===== src/rtl/std_div_pipe.sv =====
// Iterative restoring unsigned divider: one quotient bit per cycle, go/done handshake.
// Optional macro STD_DIV_ZERO_FLAG_EN adds a fast divide-by-zero path and the div_by_zero flag.
module std_div_pipe #(
  parameter int unsigned width = 32
) (
  input  logic             clk,
  input  logic             reset,
  input  logic             go,
  input  logic [width-1:0] left,
  input  logic [width-1:0] right,
  output logic [width-1:0] out_quotient,
  output logic [width-1:0] out_remainder,
`ifdef STD_DIV_ZERO_FLAG_EN
  output logic             div_by_zero,
`endif
  output logic             done
);

  localparam int unsigned CntW = $clog2(width + 1);

  typedef enum logic [1:0] {StIdle, StBusy, StDone} state_e;

  state_e           state_q, state_d;
  logic [width-1:0] dividend_q, dividend_d;
  logic [width-1:0] divisor_q, divisor_d;
  logic [width-1:0] acc_q, acc_d;
  logic [width-1:0] quot_q, quot_d;
  logic [width-1:0] out_quot_q, out_quot_d;
  logic [width-1:0] out_rem_q, out_rem_d;
  logic [CntW-1:0]  cnt_q, cnt_d;
  logic [width:0]   acc_shift;
  logic [width-1:0] acc_sub;
  logic             acc_ge;
`ifdef STD_DIV_ZERO_FLAG_EN
  logic             dbz_q, dbz_d;
`endif

  // acc_shift keeps the bit shifted out of acc so large divisors compare correctly.
  assign acc_shift = {acc_q, dividend_q[width-1]};
  assign acc_ge    = (acc_shift >= {1'b0, divisor_q});
  // When acc_ge holds the true difference fits in width bits.
  assign acc_sub   = acc_shift[width-1:0] - divisor_q;

  always_comb begin
    state_d    = state_q;
    dividend_d = dividend_q;
    divisor_d  = divisor_q;
    acc_d      = acc_q;
    quot_d     = quot_q;
    out_quot_d = out_quot_q;
    out_rem_d  = out_rem_q;
    cnt_d      = cnt_q;
`ifdef STD_DIV_ZERO_FLAG_EN
    dbz_d      = 1'b0;
`endif
    case (state_q)
      StIdle: begin
        if (go) begin
          dividend_d = left;
          divisor_d  = right;
          acc_d      = '0;
          quot_d     = '0;
          cnt_d      = CntW'(width);
          state_d    = StBusy;
`ifdef STD_DIV_ZERO_FLAG_EN
          if (right == '0) begin
            out_quot_d = '1;
            out_rem_d  = left;
            dbz_d      = 1'b1;
            state_d    = StDone;
          end
`endif
        end
      end
      StBusy: begin
        dividend_d = {dividend_q[width-2:0], 1'b0};
        if (acc_ge) begin
          acc_d  = acc_sub;
          quot_d = {quot_q[width-2:0], 1'b1};
        end else begin
          acc_d  = acc_shift[width-1:0];
          quot_d = {quot_q[width-2:0], 1'b0};
        end
        cnt_d = cnt_q - 1'b1;
        if (cnt_q == CntW'(1)) begin
          out_quot_d = quot_d;
          out_rem_d  = acc_d;
          state_d    = StDone;
        end
      end
      StDone:  state_d = StIdle;
      default: state_d = StIdle;
    endcase
  end

  always_ff @(posedge clk or posedge reset) begin
    if (reset) begin
      state_q    <= StIdle;
      dividend_q <= '0;
      divisor_q  <= '0;
      acc_q      <= '0;
      quot_q     <= '0;
      out_quot_q <= '0;
      out_rem_q  <= '0;
      cnt_q      <= '0;
`ifdef STD_DIV_ZERO_FLAG_EN
      dbz_q      <= 1'b0;
`endif
    end else begin
      state_q    <= state_d;
      dividend_q <= dividend_d;
      divisor_q  <= divisor_d;
      acc_q      <= acc_d;
      quot_q     <= quot_d;
      out_quot_q <= out_quot_d;
      out_rem_q  <= out_rem_d;
      cnt_q      <= cnt_d;
`ifdef STD_DIV_ZERO_FLAG_EN
      dbz_q      <= dbz_d;
`endif
    end
  end

  assign out_quotient  = out_quot_q;
  assign out_remainder = out_rem_q;
  assign done          = (state_q == StDone);
`ifdef STD_DIV_ZERO_FLAG_EN
  assign div_by_zero   = dbz_q;
`endif

endmodule

===== config.mk =====
export PLATFORM = sky130hd
export DESIGN_NAME = std_div_pipe
export DESIGN_NICKNAME = d
export VERILOG_FILES = /design/src/rtl/std_div_pipe.sv
export SDC_FILE = /design/constraint.sdc
export NUM_CORES = 1
export LEC_CHECK = 0
export ABC_AREA = 1
export BUFFER_PORTS_ARGS = -buffer_cell sky130_fd_sc_hd__buf_2
export CELL_PAD_IN_SITES_DETAIL_PLACEMENT = 1
export CELL_PAD_IN_SITES_GLOBAL_PLACEMENT = 2
export CORE_MARGIN = 2
export CORE_UTILIZATION = 30
export DETAILED_ROUTE_END_ITERATION = 16
export PLACE_DENSITY_LB_ADDON = 0.1
export RECOVER_POWER = 100
export SYNTH_ARGS = -nofsm -noshare
export SYNTH_HDL_FRONTEND = slang
export SYNTH_SLANG_ARGS = --single-unit

===== constraint.sdc =====
create_clock -name clk -period 7.9 [get_ports clk]
set_input_delay 0.395 -clock clk [delete_from_list [all_inputs] [get_ports clk]]
set_output_delay 0.395 -clock clk [all_outputs]
set_load 0.05 [all_outputs]

== Yosys cells after proc, flatten, opt, wreduce, memory -nomap -nowiden ==
Cells that the tools add are included.

* Input bits: 67
* Flip-flop bits (word level): 199
* Logic and storage cells: 34
* Output and inout bits: 65

* Mux-type cells: 12
* Reductions and logical operators: 6
* Equality and inequality tests: 5
* $lt $le $gt $ge: 1
* Add/sub/neg operators: 2

{| class="wikitable"
|+ Operators by type and width
! operator !! number
|-
| one-hot mux 32 bit (2 select lines) || 2
|-
| two-way mux 32 bit || 3
|-
| one-hot mux 31 bit (2 select lines) || 1
|-
| >= comparator 33 x 32 -> 1 bit || 1
|-
| subtractor 32 bit || 1
|-
| one-hot mux 6 bit (2 select lines) || 1
|-
| AND reduction 2 bit || 4
|-
| equality test 6 x 1 -> 1 bit (second input constant) || 1
|-
| two-way mux 6 bit || 1
|-
| subtractor 6 x 1 -> 6 bit (second input constant) || 1
|-
| two-way mux 2 bit || 2
|-
| inequality test 2 bit (second input constant) || 2
|-
| one-hot mux 2 bit (2 select lines) || 1
|-
| equality test 2 x 1 -> 1 bit (second input constant) || 1
|-
| equality test 2 bit (second input constant) || 1
|-
| logical NOT 2 bit || 1
|-
| nonzero test 2 bit || 1
|-
| two-way mux 1 bit || 1
|}

== Longest topological paths before layout ==
* Depth in word-level cells: 3
* Gate-level depth with buffers: 17
* Depth with buffers taken out: 16

== Worst setup path after synthesis ==
Ideal clock, no wire load.

* Kind: flip-flop to flip-flop
* Start: reg acc_q[27]
* End: reg acc_q[0]
* Clock period less this slack: 1.944 ns
* Path slack: 5.956 ns
* Data required time: 7.774 ns
* Library setup time: 0.126 ns
* Path buffers: 1
* Cell stages (with the launch flop): 11
* Arrival time: 1.818 ns
* Path through: dfrtp_1 -> ha_1 -> a21oi_1 -> nand2_1 -> a21oi_1 -> nand2_2 -> nor2_4 -> buf_2 -> nand3_1 -> nand3_1 -> o21ai_0

* Word-level cells in the longest chain between the ends: 3

{| class="wikitable"
|+ RTL lines
! what !! line !! text
|-
| start: declaration || 26 || <nowiki>logic [width-1:0] acc_q, acc_d;</nowiki>
|-
| start signal: assignment || 101 || <nowiki>acc_q <= '0;</nowiki>
|-
| start signal: assignment || 113 || <nowiki>acc_q <= acc_d;</nowiki>
|-
| >= comparator 33 x 32 -> 1 bit || 40 || <nowiki>assign acc_ge = (acc_shift >= {1'b0, divisor_q});</nowiki>
|-
| two-way mux 32 bit || 77 || <nowiki>if (acc_ge) begin</nowiki>
|-
| one-hot mux 32 bit (2 select lines) || 56 || <nowiki>case (state_q)</nowiki>
|}

Every way passes these cells.
A chain may end at the register's enable or synchronous reset.

== Worst setup path in the final report ==
* Start: reg state_q[1]
* End: reg out_quot_q[23] (netlist: out_quotient[23])

* Word-level cells in the longest chain between the ends: 2

{| class="wikitable"
|+ RTL lines
! what !! line !! text
|-
| start: declaration || 23 || <nowiki>state_e state_q, state_d;</nowiki>
|-
| start signal: assignment || 98 || <nowiki>state_q <= StIdle;</nowiki>
|-
| start signal: assignment || 110 || <nowiki>state_q <= state_d;</nowiki>
|-
| equality test 2 x 1 -> 1 bit || 56 ||
|-
| AND reduction 2 bit (no source line) || n/a ||
|-
| end signal: assignment || 115 || <nowiki>out_quot_q <= out_quot_d;</nowiki>
|-
| end: declaration || 28 || <nowiki>logic [width-1:0] out_quot_q, out_quot_d;</nowiki>
|}

Every way passes these cells.

==> impl_metrics.env <==
export IMPL_detail_route_antenna_nets=0
export IMPL_p_leak_nw=6.67
export IMPL_vias=9314
export IMPL_path_max_fanout=72
export IMPL_layout_commonest_cell="nand2_1"
export IMPL_grt_pass1_wl_microns=53700
export IMPL_violations="max-capacitance violations, max-slew violations"
export IMPL_setup_viol=0
export IMPL_tightest_slew_ps=3840
export IMPL_dr_pass1_iters=4
export IMPL_io_buffers=131
export IMPL_die_y_microns=193
export IMPL_hp_class="in -> reg"
export IMPL_syn2layout_area_growth_pct=14.3
export IMPL_ys_flop_type="dfrtp_1"
export IMPL_clkPwrFrac=0.453
export IMPL_start_util=0.302
export IMPL_pwr_share_comb=0.020
export IMPL_cp_start_kind="flop"
export IMPL_antenna_found_initial=0
export IMPL_fmax_mhz=200
export IMPL_rsz0062_at_grt="no"
export IMPL_routedWlPerCell_microns=16.4
export IMPL_h_tree_depth=4
export IMPL_synthArstFlopShare=1.00
export IMPL_postPlaceCellArea_sq_um=11800
export IMPL_ctsResizeCount=0
export IMPL_maxSlewHeadroom=-1.56
export IMPL_pre_cts_ws_ps=4660
export IMPL_cts_setup_buffers=0
export IMPL_min_period_ps=5000
export IMPL_syn_instance_count=1448
export IMPL_max_clock_path_buffers=2
export IMPL_clock_latency_ps=470
export IMPL_cts_root_buf="clkbuf_16"
export IMPL_holdBufCountCts=0
export IMPL_fin_nets=1656
export IMPL_worstPathRequired_ps=8210
export IMPL_grt_remaining_overflow=0
export IMPL_cts_buffers=17
export IMPL_clk_pin_slew_worst_paths_ps=80
export IMPL_finalCritPeriodShare=0.633
export IMPL_design_area_sq_um=12200
export IMPL_drc=0
export IMPL_vias_per_cell=4.59
export IMPL_synth_warnings=0
export IMPL_hold_viol=0
export IMPL_end_kind="flop"
export IMPL_p_int_mw=1.46
export IMPL_cts_tree="done"
export IMPL_cts_sinks=199
export IMPL_synth_seq_cells=199
export IMPL_tns_ps=0
export IMPL_row_count=69
export IMPL_gp_congestion=0.803
export IMPL_hpwl_microns=23800
export IMPL_ys_seq_area_frac=0.466
export IMPL_swShare=0.243
export IMPL_max_vdd_ir_drop_mv=0.146
export IMPL_slew_viol_final=360
export IMPL_final_util=0.346
export IMPL_outcome="finished with violations"
export IMPL_drt_iter0_drc=381
export IMPL_final_layout_size_suffix_gt1_frac=0.0785
export IMPL_synth_edf_count=0
export IMPL_crit_arrival_ps=5310
export IMPL_worst_setup_path_type="reg -> reg"
export IMPL_power_switching_mw=0.470
export IMPL_synth_nets=1550
export IMPL_grt_max_degree=139
export IMPL_wirelength_microns=33300
export IMPL_die_area_sq_um=37100
export IMPL_power_frac_seq=0.527
export IMPL_max_cap_viol_count=7
export IMPL_final_cell_mix="597 x nand2_1, 207 x inv_1, 199 x dfrtp_1"
export IMPL_core_area_sq_um=35300
export IMPL_io_pins=132
export IMPL_grt_usage=0.187
export IMPL_fin_ws_ps=2900
export IMPL_yosys_cell_types_count=36
export IMPL_skew_ps=14.1
export IMPL_grt_pass1_vias=9906
export IMPL_die_x_microns=193
export IMPL_powerDensity_nw_per_um2=158
export IMPL_syn_area_per_cell_sq_um=7.38
export IMPL_syn_area_sq_um=10700
[stage by stage]
stage | power (mW) | cells | hold WS (ps)
floorplan | 1.05 | 1448 | 446
global placement | 1.08 | 1996 | 459
detailed placement | 1.08 | 1996 | 465
CTS | 1.97 | 2027 | 114
global route | 2.00 | 2027 | 128
finish | 1.93 | 2028 | 140
[layer usage]
layer	vias up	GRT usage	routed length, microns
li1	4696	-	-
met1	4514	0.254	16500
met2	85	0.308	15500
met3	19	0.0404	1070
met4	0	0.0370	261
met5	-	0	0
[synth_stat cells, types with 3 or more instances]
cell	n	area, sq um
nor3_1	5	25.0
and2_1	7	43.8
buf_1	4	15.0
clkbuf_1	34	128
inv_1	209	785
buf_6	3	33.8
nand3b_1	7	52.6
o21ai_0	75	375
xor2_1	13	114
ha_1	34	425
a22oi_1	19	143
o22ai_1	32	200
nand3_2	8	80.1
nand2_2	4	25.0
nor2_2	6	37.5
buf_2	9	45.0
a21oi_1	25	125
nor2_1	49	184
nand4_1	8	50.1
dfrtp_1	199	4980
nand3_1	84	420
nand2_1	597	2240
[sequential cells by signal, indices dropped and copies added (netlist names)]
signal	cells
acc_q	32
out_quotient	32
out_remainder	32
dividend_q	32
quot_q	31
state_q	2
divisor_q	32
cnt_q	6
[logic make-up after synthesis]
| kind of cell | synth area share |
|---|---|
| adder cells (fa/ha/maj) | 0.0417 |
| AND/OR/NAND/NOR | 0.301 |
| flip-flops | 0.466 |
| buffers and inverters | 0.0963 |
| XOR/XNOR | 0.0115 |
| AO/OA/AOI/OAI | 0.0829 |
[cell type report]
type,count,area (sq um)
fill,4458,23100
tap,461,577
sequential,199,4980
timing repair buffer,139,607
multi-input combinational,986,4680
clock buffer,20,457
antenna,1,2.50
inverter,211,800
clock inverter,11,108
[final timing paths]
kind / from / endpoint / slack (ps) / depth (start not counted)
min in group asynchronous: reset / quot_q[11]$_DFFE_PP0P_ / 150 / 2
max in group asynchronous: reset / out_remainder[25]$_DFFE_PP0P_ / 3470 / 3
worst min register to register: out_remainder[8]$_DFFE_PP0P_ / out_remainder[8]$_DFFE_PP0P_ / 490 / 2
worst max-delay path: state_q[1]$_DFFE_PP0P_ / out_quotient[23]$_DFFE_PP0P_ / 2900 / 9
worst max register to register: state_q[1]$_DFFE_PP0P_ / out_quotient[23]$_DFFE_PP0P_ / 2900 / 9
worst min-delay path: right[3] / divisor_q[3]$_DFFE_PP0P_ / 140 / 3
[critical path, stage by stage, from the launching register on]
cell and delay [ps]:
dfrtp_1 370, inv_1 90, nand2_1 180, clkbuf_1 740
nor2_2 280, clkbuf_1 1430, inv_1 880, buf_4 590
nand2_1 130, o21ai_0 90
[power groups by stage]
stage,clock [mW],combinational [mW],sequential (mW)
floorplan,0,0.0149,1.04
global placement,0,0.0411,1.04
detailed placement,0,0.0408,1.04
CTS,0.907,0.0410,1.02
global route,0.942,0.0446,1.02
finish,0.875,0.0382,1.02
Power figures use the tool's default switching activity.
